<file path="config.mk">
export PLATFORM = sky130hd
export DESIGN_NAME = radix2_div_flat
export DESIGN_NICKNAME = d
export VERILOG_FILES = /design/src/rtl/radix2_div_pkg.sv /design/src/rtl/radix2_div_if.sv /design/src/rtl/radix2_div_step.sv /design/src/rtl/radix2_div.sv /design/src/flat_wrapper.sv
export SDC_FILE = /design/constraint.sdc
export NUM_CORES = 1
export LEC_CHECK = 0
export CORE_MARGIN = 1
export CORE_UTILIZATION = 60
export CTS_BUF_LIST = sky130_fd_sc_hd__clkbuf_2 sky130_fd_sc_hd__clkbuf_4 sky130_fd_sc_hd__clkbuf_8
export DETAILED_ROUTE_END_ITERATION = 16
export HOLD_SLACK_MARGIN = 0.1
export PLACE_DENSITY = 0.8
export REMOVE_ABC_BUFFERS = 1
export SLEW_MARGIN = 40
export SYNTH_ARGS = -nofsm -noshare
export SYNTH_HDL_FRONTEND = slang
export SYNTH_SLANG_ARGS = --single-unit
</file>
<file path="constraint.sdc">
create_clock -name clk -period 13.5 [get_ports clk]
set_clock_uncertainty 0.15 [all_clocks]
set_input_delay 1.35 -clock clk [delete_from_list [all_inputs] [get_ports clk]]
set_output_delay 1.35 -clock clk [all_outputs]
set_load 0.01 [all_outputs]
</file>
<file path="src/rtl/radix2_div_pkg.sv">
// Shared definitions for the radix-2 restoring divider: FSM states and default width.
// Result layout: c = {remainder, quotient}; the remainder occupies the upper WIDTH bits.
package radix2_div_pkg;

    localparam int DIV_WIDTH = 32;

    typedef enum logic [1:0] {
        IDLE = 2'd0,
        CALC = 2'd1,
        DONE = 2'd2
    } div_state_t;

endpackage

</file>
<file path="src/rtl/radix2_div_if.sv">
// Request/response bundle for radix2_div; the requester uses master, the divider uses slave.
interface radix2_div_if
    import radix2_div_pkg::*;
#(
    parameter int WIDTH = DIV_WIDTH
);

    logic               in_valid;
    logic               in_ready;
    logic               is_signed;
    logic [WIDTH-1:0]   a;
    logic [WIDTH-1:0]   b;
    logic               flush;
    logic               out_valid;
    logic               out_ready;
    logic [2*WIDTH-1:0] c;
    logic               div_by_zero;

    modport master (
        output in_valid, is_signed, a, b, flush, out_ready,
        input  in_ready, out_valid, c, div_by_zero
    );

    modport slave (
        input  in_valid, is_signed, a, b, flush, out_ready,
        output in_ready, out_valid, c, div_by_zero
    );

endinterface

</file>
<file path="src/rtl/radix2_div_step.sv">
// One restoring division step: shift {rem, quo} left, subtract divisor when it fits.
module div_step
    import radix2_div_pkg::*;
#(
    parameter int WIDTH = DIV_WIDTH
) (
    input  logic [WIDTH-1:0] rem,
    input  logic [WIDTH-1:0] quo,
    input  logic [WIDTH-1:0] divisor,
    output logic [WIDTH-1:0] rem_next,
    output logic [WIDTH-1:0] quo_next
);

    logic [WIDTH:0] partial;

    // The shifted remainder needs one extra bit when the divisor exceeds 2^(WIDTH-1).
    always_comb begin
        partial  = {rem, quo[WIDTH-1]};
        rem_next = partial[WIDTH-1:0];
        quo_next = {quo[WIDTH-2:0], 1'b0};
        if (partial >= {1'b0, divisor}) begin
            rem_next = partial[WIDTH-1:0] - divisor;
            quo_next = {quo[WIDTH-2:0], 1'b1};
        end
    end

endmodule

</file>
<file path="src/rtl/radix2_div.sv">
// Iterative radix-2 restoring divider, signed/unsigned, one quotient bit per cycle.
module radix2_div
    import radix2_div_pkg::*;
#(
    parameter int WIDTH      = DIV_WIDTH,
    parameter int EARLY_ZERO = 1
) (
    input logic         clk,
    input logic         reset,
    radix2_div_if.slave bus
);

    localparam int CW = $clog2(WIDTH + 1);

    div_state_t       state, state_next;
    logic [CW-1:0]    cnt;
    logic [WIDTH-1:0] rem, quo, divisor, a_orig;
    logic             q_neg, r_neg, zero_div;
    logic [2*WIDTH-1:0] c_reg;
    logic             dz_reg;
    logic             accept, early, last_step;
    logic [WIDTH-1:0] a_mag, b_mag, rem_step, quo_step, rem_fix, quo_fix;

    assign accept    = bus.in_valid && (state == IDLE) && !bus.flush;
    assign early     = (EARLY_ZERO != 0) && ((bus.a == '0) || (bus.b == '0));
    assign last_step = (cnt == CW'(WIDTH - 1));
    assign a_mag     = (bus.is_signed && bus.a[WIDTH-1]) ? -bus.a : bus.a;
    assign b_mag     = (bus.is_signed && bus.b[WIDTH-1]) ? -bus.b : bus.b;
    assign rem_fix   = r_neg ? -rem_step : rem_step;
    assign quo_fix   = q_neg ? -quo_step : quo_step;

    assign bus.in_ready    = (state == IDLE);
    assign bus.out_valid   = (state == DONE);
    assign bus.c           = c_reg;
    assign bus.div_by_zero = dz_reg;

    div_step #(.WIDTH(WIDTH)) u_step (
        .rem      (rem),
        .quo      (quo),
        .divisor  (divisor),
        .rem_next (rem_step),
        .quo_next (quo_step)
    );

    always_ff @(posedge clk) begin
        if (reset) state <= IDLE;
        else       state <= state_next;
    end

    // Flush overrides every transition, including accept and the output handshake.
    always_comb begin
        state_next = state;
        case (state)
            IDLE:    if (accept) state_next = early ? DONE : CALC;
            CALC:    if (last_step) state_next = DONE;
            DONE:    if (bus.out_ready) state_next = IDLE;
            default: state_next = IDLE;
        endcase
        if (bus.flush) state_next = IDLE;
    end

    // Divide-by-zero reports the original dividend, so it bypasses sign correction.
    always_ff @(posedge clk) begin
        if (reset) begin
            cnt      <= '0;
            rem      <= '0;
            quo      <= '0;
            divisor  <= '0;
            a_orig   <= '0;
            q_neg    <= 1'b0;
            r_neg    <= 1'b0;
            zero_div <= 1'b0;
            c_reg    <= '0;
            dz_reg   <= 1'b0;
        end else if (accept) begin
            cnt      <= '0;
            rem      <= '0;
            quo      <= a_mag;
            divisor  <= b_mag;
            a_orig   <= bus.a;
            q_neg    <= bus.is_signed && (bus.a[WIDTH-1] ^ bus.b[WIDTH-1]);
            r_neg    <= bus.is_signed && bus.a[WIDTH-1];
            zero_div <= (bus.b == '0);
            if (early) begin
                c_reg  <= (bus.b == '0) ? {bus.a, {WIDTH{1'b1}}} : '0;
                dz_reg <= (bus.b == '0);
            end
        end else if ((state == CALC) && !bus.flush) begin
            rem <= rem_step;
            quo <= quo_step;
            cnt <= cnt + CW'(1);
            if (last_step) begin
                c_reg  <= zero_div ? {a_orig, {WIDTH{1'b1}}} : {rem_fix, quo_fix};
                dz_reg <= zero_div;
            end
        end
    end

endmodule

</file>
<file path="src/flat_wrapper.sv">
// flat-port wrapper written by rule: the top's interface ports become plain ports
module radix2_div_flat import radix2_div_pkg::*;
#(
    parameter int WIDTH      = DIV_WIDTH,
    parameter int EARLY_ZERO = 1
)
  (clk, reset, bus_in_valid, bus_is_signed, bus_a, bus_b, bus_flush, bus_out_ready, bus_in_ready, bus_out_valid, bus_c, bus_div_by_zero);
  radix2_div_if #(.WIDTH(WIDTH)) bus_i ();
  input logic clk;
  input logic reset;
  input wire logic [$bits(bus_i.in_valid)-1:0] bus_in_valid;
  input wire logic [$bits(bus_i.is_signed)-1:0] bus_is_signed;
  input wire logic [$bits(bus_i.a)-1:0] bus_a;
  input wire logic [$bits(bus_i.b)-1:0] bus_b;
  input wire logic [$bits(bus_i.flush)-1:0] bus_flush;
  input wire logic [$bits(bus_i.out_ready)-1:0] bus_out_ready;
  output wire logic [$bits(bus_i.in_ready)-1:0] bus_in_ready;
  output wire logic [$bits(bus_i.out_valid)-1:0] bus_out_valid;
  output wire logic [$bits(bus_i.c)-1:0] bus_c;
  output wire logic [$bits(bus_i.div_by_zero)-1:0] bus_div_by_zero;
  assign bus_i.in_valid = bus_in_valid;
  assign bus_i.is_signed = bus_is_signed;
  assign bus_i.a = bus_a;
  assign bus_i.b = bus_b;
  assign bus_i.flush = bus_flush;
  assign bus_i.out_ready = bus_out_ready;
  assign bus_in_ready = bus_i.in_ready;
  assign bus_out_valid = bus_i.out_valid;
  assign bus_c = bus_i.c;
  assign bus_div_by_zero = bus_i.div_by_zero;
  radix2_div #(.WIDTH(WIDTH), .EARLY_ZERO(EARLY_ZERO)) u_core (.clk(clk), .reset(reset), .bus(bus_i));
endmodule
</file>
==> load_flow_metrics.sql <==
INSERT INTO impl_metrics (metric_group, metric, value, unit) VALUES
('floorplan', 'core_region_area', '22100', 'sq um'),
('cts', 'number_of_buffers_created_by_cts', '38', ''),
('routing', 'detailedRoute.firstIterationViolations', '1139', ''),
('cts', 'ctsRootBufferMaster', 'sky130_fd_sc_hd__clkbuf_8', ''),
('global_route', 'grt_busiest_layer', 'met2', ''),
('setup_path', 'worstPathCellList', 'inv_1 > ha_1 > a21o_1 > a211oi_1 > o21ai_0 > a2111o_1 > or2_2 > inv_2 > ha_1 > nand2_1 > or3_1 > or3_1 > or4_1 > or2_2 > o41ai_1 > xnor2_1 > a21oi_1 > nor3_1', ''),
('run', 'drv_cap', '0', ''),
('timing', 'layout_worst_path_cycle_share', '0.446', ''),
('global_route', 'grtUsageTotal', '0.328', ''),
('pwr', 'comb_power_share', '0.259', ''),
('setup_path', 'timing.critical_path.buf_inv', '2', ''),
('yosys', 'postSynthAreaPerCell', '7.44', 'sq um'),
('pwr', 'register_share_of_total_power', '0.384', ''),
('yosys', 'synth.lib_cells_used.distinct', '96', ''),
('cts', 'ctsHtreeMaxLevel', '2', ''),
('setup_path', 'path_max_fanout', '40', ''),
('routing', 'route.antenna.remaining_nets', '0', ''),
('pwr', 'power_report.internal_total', '1120', 'uW'),
('hold_path', 'hold_class', 'register to register', ''),
('setup_path', 'setup.worst_path.start_class', 'register', ''),
('timing', 'timing.slew.headroom', '0.455', ''),
('floorplan', 'chipHeight', '153', 'um'),
('yosys', 'synth_edf_count', '0', ''),
('final_layout', 'fill_cells', '1874', ''),
('final_layout', 'finish.net_count', '2003', ''),
('final_layout', 'largest_register_ff_count', '64', ''),
('final_layout', 'area.growth.synth_to_final', '14.7', '%'),
('cts', 'path_clk_slew', '60', 'ps'),
('hold_path', 'min-delay-start', 'u_core.a_orig[16]$_SDFFE_PP0P_', ''),
('timing', 'max_clock_freq', '166', 'MHz'),
('yosys', 'syn_inst', '1838', ''),
('setup_path', 'max_incr_delay_on_cp', '610', 'ps'),
('setup_path', 'path_delay_family', 'simple AND/OR/NAND/NOR gates', ''),
('setup_path', 'timing.critical_path.arrival', '6330', 'ps'),
('routing', 'wl_per_cell', '17.6', 'um'),
('place', 'dp_hpwl', '27800', 'um'),
('final_layout', 'antenna-diode-count', '0', ''),
('global_route', 'groute.layer.met3.usage', '0.0513', ''),
('routing', 'routed-via-count', '13700', ''),
('global_route', 'antenna_found_initial', '0', ''),
('yosys', 'synth.yosys.warnings', '0', ''),
('timing', 'finalHoldViolCount', '0', ''),
('run_status', 'status', 'finished, final reports clean', ''),
('setup_path', 'regToRegSetupSlack', '7480', 'ps'),
('setup_path', 'path_class', 'register to register', ''),
('cts', 'worstSkewPairLatency', '550', 'ps'),
('timing', 'minimum_clock_period_after_layout', '6020', 'ps'),
('floorplan', 'io_pins', '137', ''),
('global_route', 'grt.met1_usage', '0.430', ''),
('place', 'io_buffers', '136', ''),
('floorplan', 'die-area', '23400', 'sq um'),
('cts', 'holdBufCountCts', '0', ''),
('yosys', 'syn_area', '13700', 'sq um'),
('yosys', 'ys_ff_latch', '204', ''),
('pwr', 'net_switching_fraction_of_the_power', '0.328', ''),
('pwr', 'power_share_of_the_clock_group', '0.357', ''),
('routing', 'first_pass_iters', '5', ''),
('setup_path', 'cp.required', '13810', 'ps'),
('place', 'gp_routability_congestion', '0.948', ''),
('final_layout', 'drive_gt1_frac', '0.0725', ''),
('final_layout', 'layout.cells.most_common', 'sky130_fd_sc_hd__nand2_1', ''),
('cts', 'cts_num_sinks', '204', ''),
('setup_path', 'cp-startpoint', 'u_core.divisor[30]$_SDFFE_PP0P_', ''),
('yosys', 'synth_sequential_area_ratio', '0.299', ''),
('yosys', 'synth_top_flop_cell', 'sky130_fd_sc_hd__dfxtp_1', ''),
('routing', 'route.final.wire_length', '38700', 'um'),
('cts', 'tritoncts_clock_tree', 'built', ''),
('global_route', 'wire_length_of_the_first_global_routing_pass', '63400', 'um'),
('timing', 'worst_pin_slew', '817', 'ps'),
('routing', 'drt-vias-per-instance', '6.21', ''),
('pwr', 'cellPowerDensity', '106', 'nW/um^2');
[power groups by stage]
stage,Combinational (uW),Sequential (uW),Clock [uW]
detailed placement,424,653,0
floorplan,304,649,0
finish,433,641,596
global route,473,644,632
CTS,427,641,602
global placement,419,652,0
[final timing paths]
path	to	depth (start not counted)
hold reg to reg	u_core.a_orig[16]$_SDFFE_PP0P_	2
hold / removal	u_core.a_orig[16]$_SDFFE_PP0P_	2
setup / recovery	u_core.bus.c[28]$_SDFFE_PP0P_	18
setup reg to reg	u_core.bus.c[28]$_SDFFE_PP0P_	18
[per-layer routing]
metal,wire length [um],vias to the layer above
li1,-,6717
met4,1190,0
met1,17100,6363
met5,0,-
met2,17900,484
met3,2470,87
[per-stage QoR]
step | util | power (uW) | worst slack [ps] | hold WS [ps] | cell area [sq um]
6_report | 0.710 | 1670 | 7480 | 304 | 15700
5_1_grt | 0.710 | 1750 | 7160 | 322 | 15700
4_1_cts | 0.710 | 1670 | 7500 | 303 | 15700
3_5_place_dp | 0.676 | 1080 | 7560 | 295 | 14900
3_3_place_gp | 0.676 | 1070 | 7710 | 288 | 14900
2_1_floorplan | - | 953 | 4210 | 276 | 13100
[synth_stat cells, drive strengths merged (14+ instances only)]
| master | n | area share |
|---|---|---|
| a211oi | 69 | 0.038 |
| a21o | 20 | 0.011 |
| a21oi | 161 | 0.062 |
| a221oi | 15 | 0.0096 |
| a311oi | 32 | 0.021 |
| a31oi | 16 | 0.0073 |
| buf | 27 | 0.013 |
| clkbuf | 107 | 0.029 |
| dfxtp | 204 | 0.30 |
| ha | 37 | 0.034 |
| inv | 52 | 0.014 |
| mux2i | 20 | 0.015 |
| nand2 | 249 | 0.068 |
| nand2b | 15 | 0.0069 |
| nand3 | 20 | 0.0073 |
| nand4 | 17 | 0.0078 |
| nor2 | 247 | 0.068 |
| nor3 | 80 | 0.030 |
| nor4 | 28 | 0.015 |
| o21ai | 83 | 0.031 |
| o31ai | 24 | 0.014 |
| or3 | 24 | 0.011 |
| or4 | 14 | 0.0082 |
| xnor2 | 75 | 0.048 |
| xor2 | 61 | 0.039 |
[final cells by class]
cell class	count	area (sq um)	area share
Multi-Input combinational cell	1448	8840	0.564
Timing Repair Buffer	151	1480	0.0943
Inverter	52	195	0.0124
Clock buffer	60	713	0.0455
Clock inverter	3	22.5	0.00144
Tap cell	280	350	0.0223
Sequential cell	204	4090	0.260
[cell families after synthesis]
family | Yosys count | synth area share
compound gates | 501 | 0.252
xor+xnor | 136 | 0.0871
fa+ha+maj | 38 | 0.0353
buf+inv | 186 | 0.0565
flops | 204 | 0.299
mux | 24 | 0.0185
simple gates | 749 | 0.252
[tightest hold or removal path, delay by kind of cell (launching register included)]
kind | cells | cell delay, ps
flip-flops | 1 | 300
AO/OA/AOI/OAI | 1 | 50
AND/OR/NAND/NOR | 1 | 50
Note: power is estimated with default switching activity, not from simulation.
